==> src/rtl/seq_top_pkg.sv <==
// rtl/seq_top_pkg.sv - shared state encoding and default constants for the sequencer
package seq_top_pkg;

  typedef enum logic [2:0] {
    S_INIT  = 3'd0,
    S_UP    = 3'd1,
    S_HOLD  = 3'd2,
    S_ADJ   = 3'd3,
    S_PULSE = 3'd4,
    S_HALT  = 3'd5
  } seq_state_t;

  localparam int DEF_WIDTH       = 8;
  localparam int DEF_TARGET      = 5;
  localparam int DEF_HOLD_CYCLES = 3;
  localparam int DEF_C_STEP      = 3;

endpackage

==> src/rtl/seq_hold_timer.sv <==
// rtl/seq_hold_timer.sv - hold-phase cycle counter with clear/enable and terminal count
module seq_hold_timer
  import seq_top_pkg::*;
#(
  parameter int HOLD_CYCLES = DEF_HOLD_CYCLES
) (
  input  logic clk,
  input  logic rst,
  input  logic clr,
  input  logic en,
  output logic tc
);

  localparam int CW = (HOLD_CYCLES > 1) ? $clog2(HOLD_CYCLES) : 1;
  localparam logic [CW-1:0] TC_VAL = CW'(HOLD_CYCLES - 1);

  logic [CW-1:0] hold_cnt;

  always_ff @(posedge clk or negedge rst) begin
    if (!rst) begin
      hold_cnt <= '0;
    end else if (clr) begin
      hold_cnt <= '0;
    end else if (en) begin
      hold_cnt <= hold_cnt + 1'b1;
    end
  end

  assign tc = (hold_cnt == TC_VAL);

endmodule

==> src/rtl/seq_top.sv <==
// rtl/seq_top.sv - self-running sequencer: init, count up, hold, adjust, pulse done, halt
module seq_top
  import seq_top_pkg::*;
#(
  parameter int WIDTH       = DEF_WIDTH,
  parameter int TARGET      = DEF_TARGET,
  parameter int HOLD_CYCLES = DEF_HOLD_CYCLES,
  parameter int C_STEP      = DEF_C_STEP
) (
  input  logic             clk,
  input  logic             rst,
  output logic [WIDTH-1:0] a,
  output logic [WIDTH-1:0] b,
  output logic [WIDTH-1:0] c,
  output logic             d
);

  localparam logic [WIDTH-1:0] UP_LAST = WIDTH'(TARGET - 1);
  localparam logic [WIDTH-1:0] STEP    = WIDTH'(C_STEP);
  localparam logic [WIDTH-1:0] ONE     = WIDTH'(1);

  seq_state_t state;
  logic       hold_tc;
  logic       hold_clr;
  logic       hold_en;

  // Timer is held cleared outside HOLD so every HOLD entry starts from zero.
  assign hold_clr = (state != S_HOLD);
  assign hold_en  = (state == S_HOLD);

  seq_hold_timer #(
    .HOLD_CYCLES(HOLD_CYCLES)
  ) u_hold_timer (
    .clk(clk),
    .rst(rst),
    .clr(hold_clr),
    .en (hold_en),
    .tc (hold_tc)
  );

  always_ff @(posedge clk or negedge rst) begin
    if (!rst) begin
      state <= S_INIT;
      a     <= '0;
      b     <= '0;
      c     <= '0;
      d     <= 1'b0;
    end else begin
      case (state)
        S_INIT: begin
          a     <= ONE;
          b     <= ONE;
          c     <= ONE;
          d     <= 1'b0;
          state <= S_UP;
        end
        S_UP: begin
          a <= a + ONE;
          c <= c + ONE;
          if (a == UP_LAST) state <= S_HOLD;
        end
        S_HOLD: begin
          if (hold_tc) state <= S_ADJ;
        end
        S_ADJ: begin
          a     <= a - ONE;
          b     <= '0;
          c     <= c + STEP;
          state <= S_PULSE;
        end
        S_PULSE: begin
          d     <= 1'b1;
          state <= S_HALT;
        end
        S_HALT: begin
          d <= 1'b0;
        end
        default: begin
          d     <= 1'b0;
          state <= S_HALT;
        end
      endcase
    end
  end

endmodule

==> config.mk <==
export PLATFORM = sky130hd
export DESIGN_NAME = seq_top
export DESIGN_NICKNAME = d
export VERILOG_FILES = /design/src/rtl/seq_top_pkg.sv /design/src/rtl/seq_hold_timer.sv /design/src/rtl/seq_top.sv
export SDC_FILE = /design/constraint.sdc
export NUM_CORES = 1
export LEC_CHECK = 0
export CAP_MARGIN = 30
export CORE_AREA = 2 2 62 64
export CTS_CLUSTER_DIAMETER = 120
export DETAILED_ROUTE_END_ITERATION = 10
export DIE_AREA = 0 0 64 66
export PLACE_DENSITY_LB_ADDON = 0.2
export SYNTH_ARGS = -nofsm -noshare
export SYNTH_HDL_FRONTEND = slang
export SYNTH_HIERARCHICAL = 1
export SYNTH_SLANG_ARGS = --single-unit
==> constraint.sdc <==
create_clock -name clk -period 4.99 [get_ports clk]
set_clock_uncertainty 0.15 [all_clocks]
set_input_delay 1.2475 -clock clk [delete_from_list [all_inputs] [get_ports clk]]
set_output_delay 1.2475 -clock clk [all_outputs]
set_load 0.03 [all_outputs]
Word-level counts from Yosys, hierarchy flattened
Index checks and enable logic that the tools add are counted.

storage, ports and cells
  register bits = 30
  logic and storage cells = 37
  output and inout bits = 25
  input port bits = 2

cells by class
  reductions and logical operators = 6
  add/subtract/negate cells = 5
  eq/ne operators = 10
  mux-type cells = 9
  bitwise gates (word level) = 1

operators by type and width
  cell                                                                      count
  8-bit one-hot mux with 3 select lines                                     2
  8-bit by 1-bit adder with 8-bit output (second input constant)            2
  8-bit one-hot mux with 2 select lines                                     1
  3-bit one-hot mux with 5 select lines                                     1
  8-bit by 2-bit adder with 8-bit output (second input constant)            1
  8-bit by 3-bit equality test with 1-bit output (second input constant)    1
  8-bit by 1-bit subtractor with 8-bit output (second input constant)       1
  3-bit by 2-bit equality test with 1-bit output (second input constant)    2
  3-bit equality test (second input constant)                               2
  3-bit 2-to-1 mux                                                          2
  2-bit 2-to-1 mux                                                          2
  2-bit inequality test (second input constant)                             2
  2-bit nonzero test                                                        2
  3-bit by 1-bit equality test with 1-bit output (second input constant)    1
  3-bit zero test                                                           1
  3-bit by 2-bit inequality test with 1-bit output (second input constant)  1
  3-bit AND reduction                                                       1
  3-bit nonzero test                                                        1
  3-bit OR reduction                                                        1
  2-bit by 1-bit adder with 2-bit output (second input constant)            1
  2-bit equality test (second input constant)                               1
  1-bit one-hot mux with 2 select lines                                     1
  1-bit NOT                                                                 1

Longest topological paths before layout
  depth after elaboration = 3
  mapped depth = 10
  mapped depth without buffers = 8

By module
The synthesis kept the hierarchy.

modules (own cells, without submodules)
  module          sequential area each (µm²)  area an instance (µm²)  instances  cells each
  seq_top         525.5                       1,448.9                 1          169
  seq_hold_timer  50.0                        100.1                   1          9

Least setup slack after synthesis
No wires, ideal clock.

  path type = register to register
  from = register a[1]
  to = register a[4]
  setup time = 0.121 ns
  buffers on the path = 1
  stages on the path, launching flop included = 9
  clock period less this slack = 2.230 ns
  required time = 4.719 ns
  path slack = 2.760 ns
  arrival = 1.960 ns
  cells stage by stage = dfrtp_1 clkbuf_1 xnor2_1 ha_1 or3_1 nand2_1 nand3_1 a21o_1 a22o_1

on the way
  cells in the longest elaborated chain, start to end = 2
  elaborated cells on any way between the ends = 3
  classes of those cells = add/sub: 2; mux: 1

ends and longest elaborated chain
  element                                                                                                       RTL line                      source
  from (decl)                                                                                                   seq_top.sv:12                 output logic [WIDTH-1:0] a,
  from (signal assigned)                                                                                        seq_top.sv:58                 a <= a + ONE;
  from (signal assigned)                                                                                        seq_top.sv:66                 a <= a - ONE;
  8-bit by 1-bit subtractor with 8-bit output / 8-bit by 1-bit adder with 8-bit output (equally long branches)  seq_top.sv:66, seq_top.sv:58
  8-bit one-hot mux with 3 select lines *                                                                       seq_top.sv:49                 case (state)

Mark *: on every way between the ends. The rest lies on a longest branch, timed or not.
A chain may end at the register's enable or synchronous reset.

Worst setup path in the final report
  from = register a[4]
  to = output port a[4]

No word-level cell between the ends.

==> results.py <==
metrics = {
    "place": {
        "hpwl_mm": 2.36,
        "port_buffers": 19,
        "dp.cells": 232,
        "gp_congestion": 0.784,
        "dp_slack_ps": 2270,
    },
    "drt": {
        "routed-wl-met2_mm": 1.46,
        "m1WireLength_mm": 1.62,
        "vias": 1279,
        "drtIter0Drc": 41,
        "drc": 0,
        "route.met3.wl_um": 125,
        "top_layer_used": "met4",
        "wl_mm": 3.25,
        "detail-route-antenna-nets": 0,
        "detail_route.first_pass.iterations": 4,
        "viasPerCell": 5.42,
        "wl_per_cell_um": 13.8,
    },
    "timing": {
        "rsz0062_at_grt": "no",
        "fin_crit_ps": 3050,
        "fmax_mhz": 328,
        "finalSetupTns_ps": 0,
        "fin_ws_ps": 1940,
        "final_max_slew_viol_count": 0,
        "maxSlewHeadroom_pct": 59.8,
        "hold_viol_final": 0,
        "finalSetupViolCount": 0,
        "timing.final.crit_share_pct": 61.2,
        "worstMarginPinSlew_ps": 603,
    },
    "global_routing": {
        "grt_pass1_vias": 1203,
        "grt_first_pass_wirelength_mm": 5.97,
        "grt_max_degree": 23,
        "overflow": 0,
        "grt_usage_pct": 17.8,
        "antenna_found_initial": 0,
    },
    "critical_path": {
        "end_kind": "output pin",
        "rrSetupSlack_ps": 2230,
        "cp_max_fo": 14,
        "r2r-end": "a[4]",
        "critPathBufInv": 1,
        "crit_path_cell_trace": "clkdlybuf4s50_1",
        "crit_arrival_ps": 1660,
        "cp.depth": 1,
        "cp_top_family": "buffers and inverters",
        "critical_path_class": "flip-flop to output pin",
        "cp-start-kind": "flip-flop",
        "startpoint": "a[4]",
        "critPathRequiredTime_ps": 3590,
        "rr_startpoint": "state[2]",
        "cpPeakStageDelay_ps": 740,
        "cpMaxStageDelayCell": "clkdlybuf4s50_1",
        "worst-r2r-cell-count": 7,
    },
    "synth": {
        "avgSynthCellArea_um2": 8.70,
        "synth_area_leaders": "dfrtp_1 (37%), nand2_1 (5.6%), o21ai_0 (4.5%)",
        "async_reset_ff_share_pct": 100,
        "syn_area_mm2": 0.00155,
        "synth_seq_cells": 23,
        "ys.flop_type": "dfrtp_1",
        "synth_top_cell_by_area": "dfrtp_1",
        "synth_top_cell_area_share_pct": 37.2,
        "synth-edff-count": 0,
        "synth_seq_area_share_pct": 37.2,
        "yosys_warnings": 6,
        "postSynthCellCount": 178,
        "ys_top_cells_by_count": "dfrtp_1 (23), nand2_1 (23), o21ai_0 (14)",
        "yosys.cell_types.count": 48,
    },
    "clocking": {
        "root_buffer": "clkbuf_4",
        "h-tree-depth": 1,
        "cts_buffer_depth": 2,
        "cts_tree": "done",
        "postCtsSetupBuffers": 0,
        "clk_pin_slew_worst_paths_ps": 140,
        "clkSinkCount": 23,
        "cts-buffers-inserted": 3,
        "clock_latency_ps": 320,
        "cts.repair.resized": 0,
        "hold_buffers": 0,
    },
    "floorplan": {
        "start_util_pct": 43.6,
        "rows": 22,
        "core_area_mm2": 0.00355,
        "die-area_mm2": 0.00422,
        "fp.dieW_um": 64,
        "die_y_um": 66,
        "io_pins": 27,
    },
    "power_and_ir_drop": {
        "leakagePower_nw": 0.751,
        "powerDensity_mw_per_mm2": 167,
        "ir_worst_vdd_mv": 0.0914,
    },
    "flow_run": {
        "drv_cap": 0,
    },
    "layout": {
        "finalNetCount": 196,
        "antenna_cells": 0,
        "synthToLayoutAreaGrowth_pct": 13.1,
        "drive_above_1_share_pct": 5.85,
        "fillers": 326,
        "fin_cells": 236,
        "seq_area_um2": 576,
        "multi_input_area_um2": 867,
    },
    "worst_hold_path": {
        "hp-start": "b[0]",
        "min_path_cells": 2,
        "min_to": "b[0]",
        "hold_class": "flip-flop to flip-flop",
    },
    "outcome": {
        "status": "completed",
    },
}
==> cell usage in the layout, fill, tap and decap left out, types with 2 or more instances in the layout <==
| cell type | netlist | layout |
|---|---|---|
| nor4_1 | 2 | 2 |
| o21ai_0 | 14 | 14 |
| o31ai_1 | 2 | 2 |
| nand4b_1 | 2 | 2 |
| a21oi_1 | 4 | 4 |
| inv_1 | 2 | 2 |
| nor2_1 | 12 | 12 |
| and3_1 | 3 | 3 |
| a21o_1 | 2 | 2 |
| nand3_1 | 5 | 5 |
| nand2_1 | 23 | 23 |
| nand2b_1 | 9 | 9 |
| clkdlybuf4s50_1 | 0 | 19 |
| xnor2_1 | 4 | 4 |
| mux2i_1 | 3 | 3 |
| conb_1 | 1 | 7 |
| clkbuf_4 | 0 | 3 |
| ha_1 | 5 | 5 |
| or3_1 | 2 | 2 |
| nor2b_1 | 3 | 3 |
| o211ai_1 | 5 | 5 |
| nand4_1 | 3 | 3 |
| a22o_1 | 4 | 4 |
| nor3_1 | 3 | 3 |
| dfrtp_1 | 23 | 23 |
| o21ai_1 | 2 | 2 |
==> how the worst max path moves through the flow <==
stage | end
after floorplan | a[4]
after global placement | d
after detailed placement | a[4]
after CTS | a[4]
after global routing | a[4]
final | a[4]
==> registers in the layout, indices dropped and copies added, names as in the netlist <==
register               count
u_hold_timer/hold_cnt      2
d                          1
a                          8
state                      3
c                          8
b                          1
==> power by group <==
| part | internal (mW) | switching, mW |
|---|---|---|
| clock | 0.0307 | 0.0627 |
| sequential | 0.186 | 0 |
| combinational | 0.00176 | 0.0107 |
==> stage by stage <==
stage | area (um^2) | hold slack [ps] | util (%) | power (mW)
finish | 1750 | 348 | 49.3 | 0.292
global route | 1750 | 387 | 49.3 | 0.306
CTS | 1750 | 356 | 49.3 | 0.299
detailed placement | 1720 | 322 | 48.5 | 0.203
global placement | 1710 | 321 | 48.1 | 0.201
floorplan | 1570 | 360 | - | 0.201
==> layer usage <==
| layer | vias up | global-route usage, % |
|---|---|---|
| met5 | - | 0 |
| met4 | 0 | 7.34 |
| met3 | 4 | 2.39 |
| met2 | 26 | 26.6 |
| met1 | 610 | 25.8 |
| li1 | 639 | - |
==> area by class of cell <==
type	instances	share of cell area [%]
clock buffer	3	1.29
clock inverter	1	0.429
inverter	3	0.786
multi-input combinational	138	49.5
sequential	23	32.9
tap	48	3.43
timing repair buffer	20	11.7
==> kinds of logic after synthesis <==
kind of cell,Yosys count,synth area share [%]
muxes,4,2.67
DFF,23,37.2
xor gates and xnor gates,4,2.26
AOI/OAI and AO/OA,47,21.1
and+or+nand+nor,70,23.5
adders and majority gates,6,4.77
buffers and inverters,23,8.32
other,1,0.242
No activity file was read; power rests on OpenSTA's default activity.
